## src/rtl/div_unit.sv

```systemverilog
// Multi-cycle restoring shift-subtract divider, one quotient bit per cycle.
// Handles signed and unsigned operands via magnitudes plus sign fix-up.
module div_unit #(
   parameter int WIDTH = 32
) (
   input  logic             clk,
   input  logic             reset_n,
   input  logic             start,
   input  logic             signed_op,
   input  logic [WIDTH-1:0] dividend,
   input  logic [WIDTH-1:0] divisor,
   output logic             busy,
   output logic             done,
   output logic [WIDTH-1:0] quotient,
   output logic [WIDTH-1:0] remainder,
   output logic             div_by_zero
);

   localparam int CW = $clog2(WIDTH);

   typedef enum logic [1:0] {IDLE, CALC, FIX, FINISH} state_t;

   state_t           state, state_next;
   logic [CW-1:0]    count;
   logic [WIDTH-1:0] rem, quo, dmag, raw_dividend;
   logic             q_sign, r_sign, zero_divisor;

   logic             accept, neg_a, neg_b, trial_ok;
   logic [WIDTH-1:0] a_mag, b_mag;
   logic [WIDTH:0]   shifted, diff;

   always_ff @(posedge clk) begin
      if (!reset_n) state <= IDLE;
      else          state <= state_next;
   end

   always_comb begin
      state_next = state;
      busy       = 1'b0;
      done       = 1'b0;
      accept     = 1'b0;
      case (state)
         IDLE: begin
            accept = start;
            if (start) state_next = CALC;
         end
         CALC: begin
            busy = 1'b1;
            if (count == CW'(WIDTH - 1)) state_next = FIX;
         end
         FIX: begin
            busy       = 1'b1;
            state_next = FINISH;
         end
         FINISH: begin
            done       = 1'b1;
            accept     = start;
            state_next = start ? CALC : IDLE;
         end
         default: state_next = IDLE;
      endcase
   end

   // Operand magnitudes and the trial subtract. The (WIDTH+1)-bit difference
   // wraps negative exactly when the shifted remainder is below the divisor.
   always_comb begin
      neg_a    = signed_op & dividend[WIDTH-1];
      neg_b    = signed_op & divisor[WIDTH-1];
      a_mag    = neg_a ? -dividend : dividend;
      b_mag    = neg_b ? -divisor : divisor;
      shifted  = {rem, quo[WIDTH-1]};
      diff     = shifted - {1'b0, dmag};
      trial_ok = ~diff[WIDTH];
   end

   always_ff @(posedge clk) begin
      if (!reset_n) begin
         count        <= '0;
         rem          <= '0;
         quo          <= '0;
         dmag         <= '0;
         raw_dividend <= '0;
         q_sign       <= 1'b0;
         r_sign       <= 1'b0;
         zero_divisor <= 1'b0;
         quotient     <= '0;
         remainder    <= '0;
         div_by_zero  <= 1'b0;
      end else begin
         if (accept) begin
            count        <= '0;
            rem          <= '0;
            quo          <= a_mag;
            dmag         <= b_mag;
            raw_dividend <= dividend;
            q_sign       <= neg_a ^ neg_b;
            r_sign       <= neg_a;
            zero_divisor <= (divisor == '0);
         end else if (state == CALC) begin
            count <= count + CW'(1);
            rem   <= trial_ok ? diff[WIDTH-1:0] : shifted[WIDTH-1:0];
            quo   <= {quo[WIDTH-2:0], trial_ok};
         end else if (state == FIX) begin
            // A zero divisor overrides whatever the magnitude loop produced.
            if (zero_divisor) begin
               quotient    <= '1;
               remainder   <= raw_dividend;
               div_by_zero <= 1'b1;
            end else begin
               quotient    <= q_sign ? -quo : quo;
               remainder   <= r_sign ? -rem : rem;
               div_by_zero <= 1'b0;
            end
         end
      end
   end

endmodule

```

## config.mk

```make
export PLATFORM = sky130hd
export DESIGN_NAME = div_unit
export DESIGN_NICKNAME = d
export VERILOG_FILES = /design/src/rtl/div_unit.sv
export SDC_FILE = /design/constraint.sdc
export NUM_CORES = 1
export LEC_CHECK = 0
export ABC_AREA = 1
export BUFFER_PORTS_ARGS = -buffer_cell sky130_fd_sc_hd__buf_2
export CORE_MARGIN = 10
export CORE_UTILIZATION = 61
export CTS_CLUSTER_DIAMETER = 80
export DETAILED_ROUTE_END_ITERATION = 10
export HOLD_SLACK_MARGIN = 0.08
export PLACE_DENSITY = 0.89
export RECOVER_POWER = 25
export REMOVE_ABC_BUFFERS = 1
export SETUP_SLACK_MARGIN = 0.15
export SLEW_MARGIN = 30
export SYNTH_ARGS = -nofsm -noshare
export SYNTH_HDL_FRONTEND = slang
export SYNTH_SLANG_ARGS = --single-unit
```

## constraint.sdc

```tcl
create_clock -name clk -period 3 [get_ports clk]
set_input_delay 0.15 -clock clk [delete_from_list [all_inputs] [get_ports clk]]
set_output_delay 0.15 -clock clk [all_outputs]
set_load 0.03 [all_outputs]
```

==> summary.txt <==
DP Wirelength -> 34.3 mm
Netlist cell types -> 54
Most frequent cells after synthesis -> nand2_1 (566), inv_1 (353), nand3_1 (209)
CTS tree -> done
CP Capture Point -> q_sign
Worst-margin pin slew -> 881 ps
Io pins -> 135
Most common cell in the synthesized netlist -> nand2_1
Yosys warns -> 0
Routed vias/inst -> 5.93
Synth Instances -> 2239
Maximum VDD drop -> 984 uV
Post-synthesis sequential area ratio -> 29.4%
R2r setup slk -> 310 ps
Non-filler cells, final -> 2706
GRT Overall Usage -> 31.0%
Core Footprint -> 22000 sq um
Worst r2r path cells -> 9
Critical path start-end classification -> reg -> reg
RSZ-0062 raised after global routing -> true
Total wire length -> 47.3 mm
Crit-path slowest cell -> dlygate4sd3_1
Setup crit start -> state[0]
Worst Clk Skew -> 13.4 ps
Die H -> 170 microns
#FFs+latches synth -> 203
CP top delay family -> buffers and inverters
# rows -> 54
Initial antenna violation count -> 1
Setup TNS -> 0 ps
Largest net degree at the start of global routing -> 69
Area contributors post-synth -> dfxtp_1 (29%), nand2_1 (15%), inv_1 (9.6%), nand3_1 (7.6%), o21ai_0 (5.3%)
Share of layout cells above drive strength 1 -> 8.09%
Slowest cell delay on critical path -> 560 ps
Top cell type's share of synthesized area -> 29.4%
Clock Tree Buf Depth -> 3
R2r startpoint -> state[0]
Mean post-synth cell area -> 6.17 sq um
Num Clock Sinks -> 203
Setup-failing EPs final -> 0
Clk slew on worst S/H paths -> 60 ps
Critical Path Source Type -> flip-flop
Via count -> 16000
Hold Crit Class -> in -> reg
Crit path depth -> 9
Buffers added on ports -> 134
Cell Area, Synth -> 13800 sq um
First-pass GRT wire length -> 74.9 mm
Max Slew Vio Count -> 0
Critical path fanouts, max -> 48
DRC errors left -> 0
Ys async rst share -> 0%
Primary FF master, synth -> dfxtp_1
TritonCTS Buffers -> 24
Final Hold Slack -> 107 ps
Initial DRT Pass Iterations -> 6
Tmin final -> 2690 ps
Crit Reg-Reg Endpoint -> q_sign
Overflow after GRT -> 0
Placer Congestion -> 1.01
Area delta synth->final -> 17.0%
Layout Nets -> 2518
Root Driver -> clkbuf_16
Vias in the first global route -> 14800
Max cap viols -> 0
Antenna viol nets, final -> 0
PwrDens -> 902 nW/um^2
WP data required -> 3400 ps
WL/cell -> 17.5 microns
Worst setup EP type -> flip-flop
CP bufs+invs -> 4
Status -> completed
Final Hold Violating Endpoints -> 0
Relative slew slack -> 41.2%
Placed Instances -> 2593
P_leak -> 7.74 nW
Die area -> 29100 sq um
Initial DRC count -> 2240
F_max -> 372 MHz
Initial cell density of the core -> 62.7%
Critical-path cell list -> inv_1, ha_1, nor2_4, buf_6, nor2_1, buf_4, a32oi_1, o31ai_1, dlygate4sd3_1
Tcrit/Tclk final -> 89.6%
Largest area contributor in the netlist -> dfxtp_1
H-Tree Depth -> 1
Skew-Pair Late Insertion Delay -> 520 ps
Die width -> 170 microns
Number of flops mapped to enable cells by yosys -> 0
CP arrival -> 3090 ps
cells by family (layout without fill, tap and decap cells):
group | count (synthesis) | after routing | share of synthesized area [%]
AOI/OAI and AO/OA | 430 | 430 | 18.0
xor gates and xnor gates | 33 | 33 | 2.09
adders and majority gates | 44 | 44 | 4.04
buffers and inverters | 452 | 634 | 12.9
DFF | 203 | 203 | 29.4
other | 0 | 3 | 0
and+or+nand+nor | 1077 | 1079 | 33.6
sequential cells by signal, summed over array words and instances (netlist names):
name and cells:
count 5, div_by_zero 1, dmag 32, q_sign 1
quo 32, quotient 32, r_sign 1, raw_dividend 32
rem 32, remainder 32, state 2, zero_divisor 1
cell usage in the layout (no fill, tap or decap), types with 22 or more instances in the layout:
cell type,instances
a31oi_1,28
ha_1,43
nor3_1,36
nor2_1,179
nand2_1,566
clkbuf_1,71
o22ai_1,22
a21oi_1,132
inv_1,352
clkbuf_16,25
dfxtp_1,202
xor2_1,26
nand3_1,209
o21ai_0,146
nand4_1,27
buf_2,67
a22oi_1,30
dlygate4sd3_1,65
buf_4,26
through the flow:
step | instance area [sq um] | power [mW] | worst slack (ps) | utilization, %
2_1_floorplan | 13400 | 8.89 | -2630 | -
3_3_place_gp | 14700 | 11.0 | 418 | 66.7
3_5_place_dp | 14700 | 11.1 | 327 | 66.7
4_1_cts | 16200 | 14.3 | 238 | 73.4
5_1_grt | 16200 | 15.6 | 141 | 73.3
6_report | 16200 | 14.6 | 311 | 73.4
per-layer routing:
metal / track usage [%] / vias up / wire (microns)
met3: 4.47 / 152 / 4500
met4: 11.0 / 0 / 1660
met2: 50.4 / 935 / 21500
met5: 0 / - / 0
met1: 41.0 / 7323 / 19700
li1: - / 7630 / -
worst reg2reg max path, delay by kind of cell (launching register included):
kind,cells,cell delay (ps)
flops,1,400
simple gates,2,320
compound gates,2,260
buf+inv,4,1230
fa+ha+maj,1,360
timing repair:
action,in CTS,in global routing
endpoints found under the hold margin,89,0
setup endpoints to repair,0,32
setup buffers,0,0
resized for setup,0,7
hold buffers,65,0
worst min-delay path by stage:
stage | startpoint | to | slack [ps] | depth (start not counted)
after floorplan | dividend[21] | quo[21] | 240 | 1
after global placement | dividend[11] | quo[11] | 390 | 2
after detailed placement | dividend[21] | quo[21] | 390 | 2
after CTS | divisor[4] | dmag[6] | 80 | 5
after global routing | divisor[4] | dmag[4] | 110 | 3
final | divisor[4] | dmag[6] | 110 | 5
power by group:
group,internal (mW),leakage (nW),switching (mW)
clock network,1.89,0.411,1.18
registers,3.30,1.66,0.514
logic,2.28,5.67,5.41
area by class of cell:
| cell class | instances | area [sq um] |
|---|---|---|
| Multi-Input combinational cell | 1586 | 8030 |
| Fill cell | 1871 | 5870 |
| Sequential cell | 203 | 4070 |
| Timing Repair Buffer | 230 | 1510 |
| Inverter | 361 | 1360 |
| Clock buffer | 37 | 751 |
| Tap cell | 280 | 350 |
| Clock inverter | 6 | 90.1 |
| Antenna cell | 3 | 7.51 |
Note: power is estimated with default switching activity, not from simulation.
